==> config.mk <==
export PLATFORM = sky130hd
export DESIGN_NAME = mochila_ram_arbiter
export DESIGN_NICKNAME = d
export VERILOG_FILES = /design/src/rtl/mochila_obi_pkg.sv /design/src/rtl/mochila_ram_arbiter.sv
export SDC_FILE = /design/constraint.sdc
export NUM_CORES = 1
export LEC_CHECK = 0
export ABC_AREA = 1
export ABC_CLOCK_PERIOD_IN_PS = 6210
export CORE_AREA = 2 2 163 165
export DETAILED_ROUTE_END_ITERATION = 12
export DIE_AREA = 0 0 165 167
export PLACE_DENSITY = 0.53
export SLEW_MARGIN = 20
export SYNTH_ARGS = -nofsm -noshare
export SYNTH_HDL_FRONTEND = slang
export SYNTH_SLANG_ARGS = --single-unit
==> constraint.sdc <==
create_clock -name clk_i -period 6.21 [get_ports clk_i]
set_clock_uncertainty 0.05 [all_clocks]
set_input_delay 1.5525 -clock clk_i [delete_from_list [all_inputs] [get_ports clk_i]]
set_output_delay 1.5525 -clock clk_i [all_outputs]
set_load 0.005 [all_outputs]
==> src/rtl/mochila_obi_pkg.sv <==
// OBI request/response structures shared by the mochila RAM arbiter and its requesters.
package mochila_obi_pkg;

    typedef struct packed {
        logic        req;
        logic        we;
        logic [3:0]  be;
        logic [31:0] addr;
        logic [31:0] wdata;
    } obi_req_t;

    typedef struct packed {
        logic        gnt;
        logic        rvalid;
        logic [31:0] rdata;
    } obi_resp_t;

endpackage

==> src/rtl/mochila_ram_arbiter.sv <==
// N-to-1 OBI arbiter for the memory_sys RAM port: round-robin selection with request lock,
// plus an ID FIFO routing responses back. Define MOCHILA_ARB_FIXED_PRIO_EN for fixed priority.
module mochila_ram_arbiter
    import mochila_obi_pkg::*;
#(
    parameter int unsigned NUM_MASTERS     = 3,
    parameter int unsigned MAX_OUTSTANDING = 2
) (
    input  logic      clk_i,
    input  logic      rst_ni,
    input  obi_req_t  master_req_i  [NUM_MASTERS],
    output obi_resp_t master_resp_o [NUM_MASTERS],
    output obi_req_t  ram_req_o,
    input  obi_resp_t ram_resp_i,
    output logic      err_o
);

    localparam int unsigned IdxW = $clog2(NUM_MASTERS);
    localparam int unsigned PtrW = (MAX_OUTSTANDING > 1) ? $clog2(MAX_OUTSTANDING) : 1;
    localparam int unsigned CntW = $clog2(MAX_OUTSTANDING + 1);

    localparam logic [PtrW-1:0] LastPtr = PtrW'(MAX_OUTSTANDING - 1);
    localparam logic [CntW-1:0] FullCnt = CntW'(MAX_OUTSTANDING);

    localparam logic [0:0] StIdle   = 1'b0;
    localparam logic [0:0] StLocked = 1'b1;

    logic [0:0]      state_q, state_d;
    logic [IdxW-1:0] lock_idx_q, lock_idx_d;
    logic [IdxW-1:0] fifo_q [MAX_OUTSTANDING];
    logic [PtrW-1:0] wr_ptr_q, rd_ptr_q;
    logic [CntW-1:0] count_q;
    logic            err_q;

    logic [IdxW-1:0] sel_idx, head_idx, cand_idx;
    int unsigned     cand;
    logic            any_req, found, fifo_full, fifo_empty;
    logic            req_out, handshake, pop;

`ifndef MOCHILA_ARB_FIXED_PRIO_EN
    localparam logic [IdxW-1:0] LastIdx = IdxW'(NUM_MASTERS - 1);
    logic [IdxW-1:0] rr_ptr_q;
`endif

    assign fifo_full  = (count_q == FullCnt);
    assign fifo_empty = (count_q == '0);
    assign head_idx   = fifo_q[rd_ptr_q];

    // First requester at or above the search start; a pending lock overrides the search.
    always_comb begin
        any_req  = 1'b0;
        found    = 1'b0;
        sel_idx  = '0;
        cand     = 0;
        cand_idx = '0;
        for (int unsigned i = 0; i < NUM_MASTERS; i++) begin
`ifdef MOCHILA_ARB_FIXED_PRIO_EN
            cand = i;
`else
            cand = 32'(rr_ptr_q) + i;
            if (cand >= NUM_MASTERS) begin
                cand = cand - NUM_MASTERS;
            end
`endif
            cand_idx = IdxW'(cand);
            any_req  = any_req | master_req_i[i].req;
            if (!found && master_req_i[cand_idx].req) begin
                found   = 1'b1;
                sel_idx = cand_idx;
            end
        end
        if (state_q == StLocked) begin
            sel_idx = lock_idx_q;
        end
    end

    assign req_out   = rst_ni & (any_req | (state_q == StLocked)) & ~fifo_full;
    assign handshake = req_out & ram_resp_i.gnt;
    assign pop       = rst_ni & ram_resp_i.rvalid & ~fifo_empty;
    assign err_o     = err_q;

    always_comb begin
        ram_req_o = '0;
        if (req_out) begin
            ram_req_o     = master_req_i[sel_idx];
            ram_req_o.req = 1'b1;
        end
        for (int unsigned k = 0; k < NUM_MASTERS; k++) begin
            master_resp_o[k] = '0;
            if (req_out && (sel_idx == IdxW'(k))) begin
                master_resp_o[k].gnt = ram_resp_i.gnt;
            end
            if (pop && (head_idx == IdxW'(k))) begin
                master_resp_o[k].rvalid = 1'b1;
                master_resp_o[k].rdata  = ram_resp_i.rdata;
            end
        end
    end

    always_comb begin
        state_d    = state_q;
        lock_idx_d = lock_idx_q;
        case (state_q)
            StIdle: begin
                if (req_out && !ram_resp_i.gnt) begin
                    state_d    = StLocked;
                    lock_idx_d = sel_idx;
                end
            end
            StLocked: begin
                if (handshake) begin
                    state_d = StIdle;
                end
            end
            default: state_d = StIdle;
        endcase
    end

    always_ff @(posedge clk_i or negedge rst_ni) begin
        if (!rst_ni) begin
            state_q    <= StIdle;
            lock_idx_q <= '0;
            wr_ptr_q   <= '0;
            rd_ptr_q   <= '0;
            count_q    <= '0;
            err_q      <= 1'b0;
        end else begin
            state_q    <= state_d;
            lock_idx_q <= lock_idx_d;
            if (handshake) begin
                wr_ptr_q <= (wr_ptr_q == LastPtr) ? '0 : wr_ptr_q + 1'b1;
            end
            if (pop) begin
                rd_ptr_q <= (rd_ptr_q == LastPtr) ? '0 : rd_ptr_q + 1'b1;
            end
            if (handshake && !pop) begin
                count_q <= count_q + 1'b1;
            end else if (!handshake && pop) begin
                count_q <= count_q - 1'b1;
            end
            // An orphan response means the RAM and arbiter disagree; latch it until reset.
            if (ram_resp_i.rvalid && fifo_empty) begin
                err_q <= 1'b1;
            end
        end
    end

`ifndef MOCHILA_ARB_FIXED_PRIO_EN
    always_ff @(posedge clk_i or negedge rst_ni) begin
        if (!rst_ni) begin
            rr_ptr_q <= '0;
        end else if (handshake) begin
            rr_ptr_q <= (sel_idx == LastIdx) ? '0 : sel_idx + 1'b1;
        end
    end
`endif

    // ID storage needs no reset: entries are only read once the occupancy says they are valid.
    always_ff @(posedge clk_i) begin
        if (handshake) begin
            fifo_q[wr_ptr_q] <= sel_idx;
        end
    end

endmodule

==> impl_metrics.ini, run 1 <==
[routing]
dr.pass1.iters = 5
vias = 6651
drt_iter0_markers = 345
wirelength_um = 25700
drtAntennaViolNets = 0
drc = 0
wl_per_cell_um = 17.7
via_per_inst = 4.58

[power_and_ir_drop]
ir_drop_uv = 227
pwr-share-seq = 0.045
switchingPower_uw = 2060
combPwrFrac = 0.923
leakagePower_uw = 0.00392
p_int_uw = 1620
power_uw = 3680
clkPwrFrac = 0.032
p_sw_frac = 0.559
power_per_cell_area_nw_per_um2 = 432

[finish]
mostFrequentLayoutCells = 418 x clkdlybuf4s50_1, 152 x nand3_1, 138 x nand4_1
final_common_cell = clkdlybuf4s50_1
drive_gt1_frac = 0.0385
n_antenna_cell = 0
finish.utilization = 0.330
area_delta_synth_final_pct = 113
nNetsFinal = 1371

[clock_network]
post_cts_buffers = 0
clk_pin_slew_ns = 0.04
cts.sinks = 14
tritoncts = yes
hold_buffers = 0
numCtsBuffers = 3
cts_max_level = 1
cts-root-buf = clkbuf_16
clkLatencyLatePin_ns = 0.24
post_cts_resized = 0
cts_buffer_depth = 2

[sta]
setup_slack_ns = 0.392
hold_viol = 0
setup_tns_ns = 0
worstMarginPinSlew_ns = 1.03
finalCritPeriodShare = 0.937
fmaxAchievable_ghz = 0.172
max_slew_margin = 0.311
drv_slew = 0
whs_ns = 0.404
rsz0062_at_grt = false
final-setup-viol-count = 0
fin_crit_ns = 5.82

[floorplan]
die_w_um = 165
die_area_um2 = 27600
die_h_um = 167
rows = 59
start_util = 0.155
core_area_um2 = 25800
io-pin-count = 419

[logic_synthesis]
ys_seq_elements = 14
synth_edf_count = 4
netlist_instances = 752
syn_avg_cell_area_um2 = 5.32
synthArstFlopShare = 0.714
synthFlopType = dfrtp_1
yosys_warnings = 0
synth_cell_types = 31
seq_area_frac_synth = 0.0926
syn_nets = 1003
syn_area_um2 = 4000

[setup_path]
worstPathRequired_ns = 4.61
crit_arrival_ns = 4.22
crit_fanout = 28
worst_setup_path_end_kind = output port
critPathKind = in2out
start_kind = primary input

[global_route]
grt_overflow = 0
antenna_found_initial = 0
grt_max_degree = 73
grt.total_usage = 0.172
grt_pass1_wl_um = 37300
first_global_vias = 6402

[place]
place.gp.congestion = 0.881
portBuffers = 418
dp_slack_ns = 0.346
hpwl_um = 20300

[job]
max_cap_viol_count = 0

[status]
status = complete, no violations

[worst_hold_path]
hold_path.class = reg2reg
## power by group through the flow
| stage | registers, uW | logic [uW] | clock network [uW] |
|---|---|---|---|
| 2_1_floorplan | 158 | 2080 | 0 |
| 3_3_place_gp | 164 | 3440 | 0 |
| 3_5_place_dp | 164 | 3440 | 0 |
| 4_1_cts | 164 | 3450 | 120 |
| 5_1_grt | 170 | 3720 | 126 |
| 6_report | 164 | 3390 | 118 |
## cells in the mapped netlist, drive strengths merged (3+ instances only)
library cell / instances / share of area
nor3: 3 / 0.0050
inv: 130 / 0.12
nor2: 109 / 0.10
o21ai: 9 / 0.011
buf: 48 / 0.087
edfxtp: 4 / 0.030
clkbuf: 28 / 0.026
or2: 3 / 0.0047
xor2: 3 / 0.0066
nand4: 138 / 0.22
ha: 5 / 0.016
dfrtp: 10 / 0.063
nand2: 101 / 0.10
a21oi: 3 / 0.0038
nand3: 154 / 0.20
## layout make-up
class / instances / area (um^2)
Tap cell: 335 / 419
Inverter: 130 / 488
Fill cell: 2869 / 17300
Clock buffer: 3 / 75.1
Sequential cell: 14 / 370
Multi-Input combinational cell: 532 / 2700
Timing Repair Buffer: 439 / 4450
## kinds of logic after synthesis
kind of cell,share of synthesized area
AND/OR/NAND/NOR,0.629
buffers and inverters,0.235
multiplexers,0.00250
XOR/XNOR,0.00876
adder cells (fa/ha/maj),0.0156
flip-flops,0.0926
AO/OA/AOI/OAI,0.0169
## final timing paths
check	from	to	slack [ns]	depth (start not counted)
setup / recovery	master_req_i[69]	master_resp_o[67]	0.39	12
hold / removal	err_o$_DFFE_PN0P_	err_o$_DFFE_PN0P_	0.40	1
setup reg to reg	rr_ptr_q[0]$_DFFE_PN0P_	fifo_q[0][1]$_DFFE_PP_	3.78	13
hold reg to reg	err_o$_DFFE_PN0P_	err_o$_DFFE_PN0P_	0.40	1
max in group asynchronous	rst_ni	wr_ptr_q$_DFFE_PN0P_	4.35	2
min in group asynchronous	rst_ni	count_q[1]$_DFFE_PN0P_	1.61	2
## worst max-delay path, stage by stage
cell             delay, ns
clkdlybuf4s50_1       0.55
inv_2                 0.07
o21ai_1               0.16
nand2_1               0.14
nand3_2               0.12
nand3_4               0.09
nand2_4               0.34
buf_12                0.23
inv_2                 0.07
nor3_1                0.21
buf_4                 0.15
clkdlybuf4s50_1       0.52
## flip-flops by register name (all words and copies together), names as in the netlist, named ones only
name	count
fifo_q	4
count_q	2
lock_idx_q	2
rr_ptr_q	2
err_o	1
rd_ptr_q	1
wr_ptr_q	1
## metrics by stage
| stage | area [um^2] | cells |
|---|---|---|
| 6_report | 8500 | 1453 |
| 5_1_grt | 8500 | 1453 |
| 4_1_cts | 8500 | 1453 |
| 3_5_place_dp | 8430 | 1450 |
| 3_3_place_gp | 8430 | 1450 |
| 2_1_floorplan | 4000 | 752 |
## layer usage
metal | global-route usage | up-vias | wire length, um
met5 | 0 | - | 0
met4 | 0.0284 | 0 | 388
met3 | 0.0441 | 22 | 2490
met2 | 0.322 | 359 | 13100
met1 | 0.197 | 3028 | 9700
li1 | - | 3242 | -
Note: power is estimated with default switching activity, not from simulation.
==> run 2, diff against run 1 <==
--- a/config.mk
+++ b/config.mk
@@ -10,7 +10,7 @@
 export CORE_AREA = 2 2 163 165
 export DETAILED_ROUTE_END_ITERATION = 12
 export DIE_AREA = 0 0 165 167
-export PLACE_DENSITY = 0.53
+export PLACE_DENSITY = 0.52
 export SLEW_MARGIN = 20
 export SYNTH_ARGS = -nofsm -noshare
 export SYNTH_HDL_FRONTEND = slang
==> run 2 against run 1 <==
Compared with the run above: sequential share of layout area is essentially flat; sequential cell count is the same; die area is the same; critical endpoint is now ram_req_o[8]; core utilization shrank 0.16 points; first-iteration DRC count shrank 5.8%; setup slack gained 0.091 ns.
==> impl_metrics.ini, run 2 (synthesis results as in run 1) <==
[sta]
setup_tns_ns = 0
whs_ns = 0.402
rsz0062_at_grt = false
worstMarginPinSlew_ns = 0.997
drv_slew = 0
max_slew_margin = 0.334
finalCritPeriodShare = 0.922
final-setup-viol-count = 0
fmaxAchievable_ghz = 0.175
hold_viol = 0
fin_crit_ns = 5.73

[power_and_ir_drop]
leakagePower_uw = 0.00389
ir_drop_uv = 371
power_per_cell_area_nw_per_um2 = 428

[floorplan]
start_util = 0.155
rows = 59
core_area_um2 = 25800
io-pin-count = 419
die_h_um = 167
die_w_um = 165
die_area_um2 = 27600

[setup_path]
cpLargestDelayFamily = buffers and inverters
crit_chain = clkdlybuf4s50_1 > inv_2 > o21ai_1 > nand2_1 > nand3_1 > nand2_1 > nand2_1 > nand2_2 > nand2_4 > buf_12 > nand3_1 > nand3_1 > nand2_1 > inv_1 > clkdlybuf4s50_1
crit_arrival_ns = 4.13
cpMaxStageDelayCell = clkdlybuf4s50_1
path_buf_inv = 5
crit_fanout = 54
worst_setup_path_end_kind = output port
critPathKind = in2out
start_kind = primary input
slowest_delay_ns = 0.55
path_depth = 15
path_common_cell = nand2_1
reg2regPathDepth = 15
worstPathRequired_ns = 4.61

[global_route]
grt_overflow = 0
grt_max_degree = 73
grt_pass1_wl_um = 36400
grt.total_usage = 0.170
first_global_vias = 6304
antenna_found_initial = 4

[finish]
area_delta_synth_final_pct = 111
mostFrequentLayoutCells = 418 x clkdlybuf4s50_1, 152 x nand3_1, 138 x nand4_1
fillers = 2871
regMostFlops = fifo_q
largest_reg_flops = 4
final_common_cell = clkdlybuf4s50_1
drive_gt1_frac = 0.0341
nNetsFinal = 1366

[routing]
dr.pass1.iters = 4
via_per_inst = 4.55
wl_per_cell_um = 17.7
drc = 0
drt_iter0_markers = 325
wirelength_um = 25600
drtAntennaViolNets = 0
vias = 6599

[clock_network]
post_cts_buffers = 0
post_cts_resized = 0
clkLatencyLatePin_ns = 0.24
cts.sinks = 14
tritoncts = yes
clk_pin_slew_ns = 0.05
cts_max_level = 1
cts-root-buf = clkbuf_16
cts_buffer_depth = 2
numCtsBuffers = 3
hold_buffers = 0

[place]
hpwl_um = 20200
portBuffers = 418
place.gp.congestion = 0.813

[worst_hold_path]
hold_path.class = reg2reg
whs_path_depth = 1

[job]
max_cap_viol_count = 0

[status]
status = complete, no violations
## run 2: area by class of cell
type                       count  area [um^2]  area share
tap                          335          419      0.0495
antenna                        2         5.00    0.000591
multi-input combinational    532         2700       0.319
clock inverter                 1         3.75    0.000444
clock buffer                   3         75.1     0.00887
inverter                     130          488      0.0577
timing repair buffer         434         4400       0.520
sequential                    14          370      0.0438
## run 2: power by group
part | switching (uW) | internal [uW]
combinational | 1980 | 1360
sequential | 26.7 | 138
clock | 37.2 | 85.2
## run 2: stage by stage
step           power [uW]  utilization  cell area [um^2]  instances  worst slack, ns
2_1_floorplan        2240            -              4000        752             1.92
3_3_place_gp         3550        0.325              8380       1445            0.474
3_5_place_dp         3550        0.325              8380       1445            0.466
4_1_cts              3680        0.328              8460       1449            0.463
5_1_grt              3950        0.328              8460       1451            0.260
6_report             3620        0.328              8460       1451            0.482
## run 2: path summary, 6_finish.rpt
| check | from | slack [ns] | to |
|---|---|---|---|
| worst max register to register | rr_ptr_q[0]$_DFFE_PN0P_ | 3.89 | rr_ptr_q[1]$_DFFE_PN0P_ |
| worst max-delay path | master_req_i[69] | 0.48 | ram_req_o[8] |
| max in group asynchronous | rst_ni | 4.35 | rr_ptr_q[1]$_DFFE_PN0P_ |
| min in group asynchronous | rst_ni | 1.61 | count_q[0]$_DFFE_PN0P_ |
| worst min-delay path | err_o$_DFFE_PN0P_ | 0.40 | err_o$_DFFE_PN0P_ |
| worst min register to register | err_o$_DFFE_PN0P_ | 0.40 | err_o$_DFFE_PN0P_ |
## run 2: worst register-to-register path, stage by stage, from the launching register on
cell and delay (ns):
dfrtp_1 0.37, inv_1 0.08, ha_1 0.39, inv_2 0.11, nand2_1 0.05, nand2_1 0.07, nand2_1 0.05, nand2_1 0.10
nor2_4 0.05, nand3_1 0.06, nand2_1 0.06, nand2_2 0.08, buf_12 0.32, inv_1 0.15, nand3_1 0.11, o21ai_1 0.07
## run 2: layer usage
layer	track usage	part of all wire
met1	0.179	0.36
met2	0.333	0.53
met3	0.0431	0.094
met4	0.0378	0.019
met5	0	0.0010
